## config.mk

```make
export PLATFORM = sky130hd
export DESIGN_NAME = uart_tx_core_flat
export DESIGN_NICKNAME = d
export VERILOG_FILES = /design/src/rtl/uart_pkg.sv /design/src/rtl/uart_tx_core_if.sv /design/src/rtl/uart_tx_core_baud_tick_gen.sv /design/src/rtl/uart_tx_core.sv /design/src/flat_wrapper.sv
export SDC_FILE = /design/constraint.sdc
export NUM_CORES = 1
export LEC_CHECK = 0
export CAP_MARGIN = 20
export CORE_ASPECT_RATIO = 0.8
export CORE_MARGIN = 2
export CORE_UTILIZATION = 50
export DETAILED_ROUTE_END_ITERATION = 8
export PLACE_DENSITY_LB_ADDON = 0.3
export SYNTH_ARGS = -nofsm -noshare
export SYNTH_HDL_FRONTEND = slang
export SYNTH_SLANG_ARGS = --single-unit
```

## constraint.sdc

```tcl
create_clock -name clk -period 5.7 [get_ports clk]
set_input_delay 0.57 -clock clk [delete_from_list [all_inputs] [get_ports clk]]
set_output_delay 0.57 -clock clk [all_outputs]
set_load 0.005 [all_outputs]
```

## src/rtl/uart_pkg.sv

```systemverilog
// uart_pkg: shared types and constants for the UART transmit/receive blocks.
package uart_pkg;
   localparam int SYS_CLK_HZ = 100_000_000;
   typedef enum logic [2:0] {IDLE, START, DATA, PARITY, STOP} state_t;
   typedef enum logic [1:0] {PAR_NONE = 2'd0, PAR_EVEN = 2'd1, PAR_ODD = 2'd2} parity_t;
   function automatic logic parity_on(input logic [1:0] m);
      return m == PAR_EVEN || m == PAR_ODD;
   endfunction
endpackage

```

## src/rtl/uart_tx_core_if.sv

```systemverilog
// uart_tx_if: valid/ready word handshake into the transmitter.
interface uart_tx_if #(parameter int DATA_BITS = 8);
   logic [DATA_BITS-1:0] tx_data;
   logic tx_valid;
   logic tx_ready;
   modport master(output tx_data, tx_valid, input tx_ready);
   modport slave(input tx_data, tx_valid, output tx_ready);
endinterface

```

## src/rtl/uart_tx_core_baud_tick_gen.sv

```systemverilog
// baud_tick_gen: loadable down-counter; bit_done is high once the loaded period has elapsed.
module baud_tick_gen #(
   parameter int DIV_WIDTH = 16
) (
   input  logic                 clk,
   input  logic                 rst,
   input  logic                 load,
   input  logic [DIV_WIDTH-1:0] div,
   output logic                 bit_done
);
   logic [DIV_WIDTH-1:0] cnt;
   assign bit_done = cnt == '0;
   always_ff @(posedge clk or negedge rst)
      if (!rst) cnt <= '0;
      else if (load) cnt <= div - DIV_WIDTH'(1);
      else if (!bit_done) cnt <= cnt - DIV_WIDTH'(1);
endmodule

```

## src/rtl/uart_tx_core.sv

```systemverilog
// uart_tx_core: single-clock UART transmitter; words accepted over valid/ready, sent LSB-first on txd.
module uart_tx_core
   import uart_pkg::*;
#(
   parameter int DATA_BITS   = 8,
   parameter int DIV_WIDTH   = 16,
   parameter int DEFAULT_DIV = 1042
) (
   input  logic                 clk,
   input  logic                 rst,
   uart_tx_if.slave             tx,
   input  logic [DIV_WIDTH-1:0] div,
   input  logic [1:0]           parity_mode,
   input  logic                 two_stop,
   output logic                 txd,
   output logic                 busy
);
   localparam int IW = $clog2(DATA_BITS);
   state_t state;
   logic [DATA_BITS-1:0] sh;
   logic [IW-1:0] idx;
   logic [DIV_WIDTH-1:0] div_l, div_c, div_sel;
   logic par, par_en, two_l, second, accept, bit_done, load;
   assign div_c   = (div < DIV_WIDTH'(2)) ? DIV_WIDTH'(2) : div;
   assign accept  = tx.tx_valid && tx.tx_ready;
   // the counter is loaded from the live divider only on the accept edge
   assign div_sel = (state == IDLE) ? div_c : div_l;
   assign load    = accept || (state != IDLE && bit_done);
   baud_tick_gen #(.DIV_WIDTH(DIV_WIDTH)) u_baud (
      .clk(clk), .rst(rst), .load(load), .div(div_sel), .bit_done(bit_done)
   );
   always_ff @(posedge clk or negedge rst)
      if (!rst) begin
         state       <= IDLE;
         txd         <= 1'b1;
         tx.tx_ready <= 1'b0;
         busy        <= 1'b0;
         sh          <= '0;
         idx         <= '0;
         par         <= 1'b0;
         par_en      <= 1'b0;
         two_l       <= 1'b0;
         second      <= 1'b0;
         div_l       <= DIV_WIDTH'(DEFAULT_DIV);
      end else case (state)
         IDLE: begin
            tx.tx_ready <= !accept;
            if (accept) begin
               state  <= START;
               txd    <= 1'b0;
               busy   <= 1'b1;
               sh     <= tx.tx_data;
               par    <= (^tx.tx_data) ^ (parity_mode == PAR_ODD);
               par_en <= parity_on(parity_mode);
               two_l  <= two_stop;
               second <= 1'b0;
               div_l  <= div_c;
            end
         end
         START: if (bit_done) begin
            state <= DATA;
            txd   <= sh[0];
            sh    <= sh >> 1;
            idx   <= '0;
         end
         DATA: if (bit_done) begin
            if (idx == IW'(DATA_BITS - 1)) begin
               state <= par_en ? PARITY : STOP;
               txd   <= par_en ? par : 1'b1;
            end else begin
               idx <= idx + IW'(1);
               txd <= sh[0];
               sh  <= sh >> 1;
            end
         end
         PARITY: if (bit_done) begin
            state <= STOP;
            txd   <= 1'b1;
         end
         STOP: if (bit_done) begin
            if (two_l && !second) second <= 1'b1;
            else begin
               state       <= IDLE;
               busy        <= 1'b0;
               tx.tx_ready <= 1'b1;
            end
         end
         default: state <= IDLE;
      endcase
endmodule

```

## src/flat_wrapper.sv

```systemverilog
// flat-port wrapper written by rule: the top's interface ports become plain ports
module uart_tx_core_flat import uart_pkg::*;
#(
   parameter int DATA_BITS   = 8,
   parameter int DIV_WIDTH   = 16,
   parameter int DEFAULT_DIV = 1042
)
  (clk, rst, div, parity_mode, two_stop, txd, busy, tx_tx_data, tx_tx_valid, tx_tx_ready);
  uart_tx_if #(.DATA_BITS(DATA_BITS)) tx_i ();
  input  logic clk;
  input  logic rst;
  input  logic [DIV_WIDTH-1:0] div;
  input  logic [1:0] parity_mode;
  input  logic two_stop;
  output logic txd;
  output logic busy;
  input wire logic [$bits(tx_i.tx_data)-1:0] tx_tx_data;
  input wire logic [$bits(tx_i.tx_valid)-1:0] tx_tx_valid;
  output wire logic [$bits(tx_i.tx_ready)-1:0] tx_tx_ready;
  assign tx_i.tx_data = tx_tx_data;
  assign tx_i.tx_valid = tx_tx_valid;
  assign tx_tx_ready = tx_i.tx_ready;
  uart_tx_core #(.DATA_BITS(DATA_BITS), .DIV_WIDTH(DIV_WIDTH), .DEFAULT_DIV(DEFAULT_DIV)) u_core (.clk(clk), .rst(rst), .tx(tx_i), .div(div), .parity_mode(parity_mode), .two_stop(two_stop), .txd(txd), .busy(busy));
endmodule
```

# Yosys cells after proc, flatten, opt, wreduce, memory -nomap -nowiden
# Cells that the tools add are included.
# Widths: inputs -> output; s select.
# word_totals
mem_bits_rw	0
romBits	0
ff_bits	53
n_memories	0
latch_bits	0
output_inout_bits	3
# op_classes
n_mul	0
addsub	3
magnitude_cmp	1
n_eq_ne	17
mux	39
n_shift	0
bitwise	1
n_reduce_logical	23
div	0
# op_table
operator	n
$mux 16	4
$mux 3	11
$mux 8	4
$sub 16x1->16 const B	2
$pmux 8 s3	1
$logic_not 16->1	1
$lt 16x2->1 const B	1
$pmux 3 s5	1
$ne 2x1->1 const B	7
$mux 1	13
$reduce_and 4->1	3
$reduce_and 5->1	2
$reduce_xor 8->1	1
$reduce_and 7->1	1
$eq 3x2->1 const B	2
$eq 3x3->1 const B	2
$ne 2x2->1 const B	3
$pmux 1 s2	3
$pmux 3 s2	1
$reduce_bool 3->1	2
$pmux 1 s4	1
$reduce_bool 2->1	2
$reduce_bool 4->1	1
$add 3x1->3 const B	1
other kinds (10)	14

# Depth between registers and ports, before layout
# logic_depth
ltp_word	5
depth_mapped	12
depth_no_buf	10

# By module
# A second synthesis with hierarchy kept.
# unflattened
hier_cells	347
area_unflattened_um2	3270.6
# by_module_without_submodules
module	instances	cells_each	area_each_um2
uart_tx_core	1	214	2055.7
baud_tick_gen	1	133	1214.9

# Worst setup path after synthesis
# Ideal clock, no wire load.
# synth_path
kind	register to register
startpoint	reg u_core.u_baud.cnt[13]
endpoint	reg u_core.u_baud.cnt[12]
setup_ps	127
path_buffers	2
stages_incl_launch_ff	13
period_less_slack_ps	3391
path_slack_ps	2309
arrival_ps	3264
cell_sequence	dfrtp_1 nor4_4 nand4_2 o31ai_4 clkbuf_1 clkbuf_1 o211ai_1 o21ai_0 ha_1 o211ai_1 nor3_1 nand2_1 mux2_1
# synth_between
elab_chain_cells	4
word_cells_on_any_way	5
classes_between	1 x eq/ne; 1 x mux; 3 x reduce/logical
# synth_rtl
item	line	rtl
start, declared	uart_tx_core_baud_tick_gen.sv:11	logic [DIV_WIDTH-1:0] cnt;
start signal, assigned	uart_tx_core_baud_tick_gen.sv:15	else if (load) cnt <= div - DIV_WIDTH'(1);
start signal, assigned	uart_tx_core_baud_tick_gen.sv:16	else if (!bit_done) cnt <= cnt - DIV_WIDTH'(1);
$logic_not 16->1 (*)	uart_tx_core_baud_tick_gen.sv:12	assign bit_done = cnt == '0;
$logic_and 1x1->1	uart_tx_core.sv:28	assign load = accept || (state != IDLE && bit_done);
$logic_or 1x1->1	uart_tx_core.sv:28	
$ne 2x2->1 (no line) / $mux 16 (equally long branches)	n/a	
# Every way passes the cells marked *; elsewhere a longest branch is shown, timed or not.
# A chain may end at the register's enable or synchronous reset.

# Worst setup path after layout
# layout_path
startpoint	reg u_core.u_baud.cnt[14]
endpoint	reg u_core.u_baud.cnt[12]
# Same word-level chain as after synthesis.

==> results_dict.tcl <==
set metrics [dict create \
    status "completed" \
    startpoint_type "flop" \
    worstReg2RegStart "u_core.u_baud.cnt[14]" \
    synth_top_cell_area_share_pct 39.8 \
    hpwl_um 5210 \
    ctsHoldBuffers 0 \
    avgSynthCellArea_sq_um 8.79 \
    cts_max_level 2 \
    syn_area_sq_um 3080 \
    cts_inserted_buffers 5 \
    wl_per_cell_um 15.7 \
    dpl_cell_area_sq_um 3460 \
    power_density_nw_per_um2 294 \
    initial_core_util_pct 51.8 \
    nets 410 \
    synth_nets 384 \
    synthArstFlopShare_pct 100 \
    power_leakage_nw 1.54 \
    crit_type "reg2reg" \
    fin_crit_ns 3.71 \
    vias 2648 \
    irDropWorstVdd_mv 0.122 \
    grt_usage_pct 22.3 \
    tightestPinTransition_ns 0.853 \
    dieWidth_um 91.7 \
    grt_max_degree 54 \
    avgViaCountPerCell 5.78 \
    synth_area_leaders "dfrtp_1 40%, nand2_1 9.9%, mux2_2 6.6%" \
    fin_area_sq_um 3550 \
    clock_path_buffers 2 \
    yosys_warnings 0 \
    grt_pass1_wl_um 12100 \
    drt_iter0_markers 253 \
    critPathMaxFanout 22 \
    ioPinCount 33 \
    final_antenna_net_count 0 \
    antenna_found_initial 0 \
    wirelength_um 7200 \
    drive_gt1_share_pct 10.3 \
    hold_viol 0 \
    post-route-drc-count 0 \
    timing.critical_path.from "u_core.u_baud.cnt[14]" \
    finalSetupViolCount 0 \
    yosys.cell_types.count 47 \
    tns_ns 0 \
    grt-ovfl-total 0 \
    cts_tree "built" \
    cp.arrival_ns 3.89 \
    numPortBuffers 32 \
    dr.pass1.iters 7 \
    synth_top_area_cell "dfrtp_1" \
    std_cell_rows 25 \
    ys_seq_elements 53 \
    synth_edf_count 0 \
    synthFlopType "dfrtp_1" \
    post-cts-setup-buffer-count 0 \
    cts-root-buf "clkbuf_8" \
    cts.clk_slew.worst_paths_ns 0.09 \
    slew_violations 0 \
    max_freq_mhz 270 \
    cp.required_ns 5.89 \
    maxCapViolCount 0 \
    rsz0062_at_grt "false" \
    grt_pass1_vias 2453 \
    dieHeight_um 74.2 \
    critPathCaptureType "flop" \
    slew_headroom_pct 43.2 \
    yosysSeqAreaShare_pct 43.3 \
    min_period_over_period_pct 65.0 \
    gp_congestion 0.906 \
    synthCells 350 \
    fin_worst_skew_ns 0.00503 \
    hp-class "in2async" \
    coreArea_sq_um 5940 \
    clock_sinks 53 \
    num_antenna_cells 0 \
    insertion_delay_ns 0.30 \
    syn_to_final_growth_pct 15.4 \
    die_area_sq_um 6800 \
    cts_resized 0 \
]
==> where the power goes <==
group	internal, mW	leakage (nW)	switching (mW)
Clock	0.0995	0.0455	0.119
Combinational	0.149	0.836	0.179
Sequential	0.441	0.654	0.0560
==> state kept, by name, summed over array words and instances, names as in the netlist <==
| signal | cells |
|---|---|
| u_core.div_l | 16 |
| u_core.second | 1 |
| u_core.par_en | 1 |
| u_core.state | 3 |
| u_core.txd | 1 |
| u_core.two_l | 1 |
| u_core.idx | 3 |
| u_core.tx.tx_ready | 1 |
| u_core.busy | 1 |
| u_core.par | 1 |
| u_core.u_baud.cnt | 16 |
| u_core.sh | 8 |
==> path summary, 6_finish.rpt <==
check                                   endpoint  slack, ns  cells past startpoint
max                        u_core.u_baud.cnt[12]       1.99                     10
min                                  u_core.busy       0.37                      2
max reg2reg                u_core.u_baud.cnt[12]       1.99                     10
min reg2reg                     u_core.div_l[10]       0.47                      2
max in group asynchronous   u_core.u_baud.cnt[6]       4.87                      2
min in group clk                u_core.div_l[10]       0.47                      2
==> Yosys cell counts (2+ instances only) <==
cell,instances
nand2_1,81
dfrtp_1,49
nor2_1,26
o21ai_0,26
mux2_2,18
clkbuf_1,17
a21oi_1,14
nor3_1,12
xnor2_1,11
nor4_1,9
mux2i_1,8
nand3_1,8
o211ai_1,6
a21o_1,5
nand2b_1,5
a31oi_1,4
dfstp_2,4
ha_1,4
inv_1,4
or3_1,4
and2_1,3
mux2_1,2
nand3b_1,2
nor2b_1,2
o21ai_1,2
o221ai_1,2
o31ai_1,2
==> cell families after synthesis <==
kind of cell    after synthesis  synth area share [%]
simple gates                162                  24.7
compound gates               69                  14.0
flops                        53                  43.3
mux                          29                  10.4
buf+inv                      21                  2.56
xor+xnor                     12                  3.41
fa+ha+maj                     4                  1.63
==> cells in the final DEF, fill, tap and decap left out, types with 2 or more instances in the layout <==
cell / netlist / routed
mux2_2: 18 / 18
mux2i_1: 8 / 8
nor3_1: 12 / 12
clkbuf_1: 17 / 2
o31ai_1: 2 / 2
a31oi_1: 4 / 4
o221ai_1: 2 / 2
clkdlybuf4s50_1: 0 / 31
dfrtp_1: 49 / 49
nor2b_1: 2 / 2
ha_1: 4 / 4
o21ai_0: 26 / 26
or3_1: 4 / 4
dfstp_2: 4 / 4
nand2_1: 81 / 81
inv_1: 4 / 4
o21ai_1: 2 / 2
nand2b_1: 5 / 5
nand3_1: 8 / 8
a21o_1: 5 / 5
buf_4: 0 / 4
nor4_1: 9 / 9
o211ai_1: 6 / 6
a21oi_1: 14 / 14
mux2_1: 2 / 2
and2_1: 3 / 3
nor2_1: 26 / 26
nand3b_1: 2 / 2
xnor2_1: 11 / 11
clkbuf_8: 0 / 6
==> through the flow <==
stage / setup slack (ns) / instances / utilization (%) / hold WS, ns / total power, mW
floorplan: 2.31 / 350 / - / 0.274 / 0.724
finish: 1.99 / 458 / 59.7 / 0.374 / 1.04
global route: 1.58 / 458 / 59.7 / 0.430 / 1.11
global placement: 2.09 / 450 / 58.2 / 0.452 / 0.815
CTS: 2.01 / 458 / 59.7 / 0.414 / 1.04
detailed placement: 2.05 / 450 / 58.2 / 0.461 / 0.825
==> worst max-delay path, stage by stage, from the launching register on <==
cell and delay [ns]:
dfrtp_1 0.43, nor4_4 0.33, nand4_2 0.21, o31ai_4 0.81
o211ai_1 0.16, o21ai_0 0.16, ha_1 0.20, o211ai_1 0.20
nor3_1 0.62, nand2_1 0.12, mux2_1 0.33
==> layout make-up <==
class	instances	area [sq um]
multi-input cells	276	1670
well taps	81	101
clock buffers	8	90.1
fillers	533	2390
inverters	4	15.0
flip-flops and latches	53	1330
repair buffers	36	345
==> per-layer routing <==
layer | GRT usage (%) | routed length (um)
met1 | 34.0 | 3470
met3 | 3.95 | 479
met2 | 33.4 | 3180
met5 | 0 | 0
met4 | 5.31 | 63
Power figures use the tool's default switching activity.
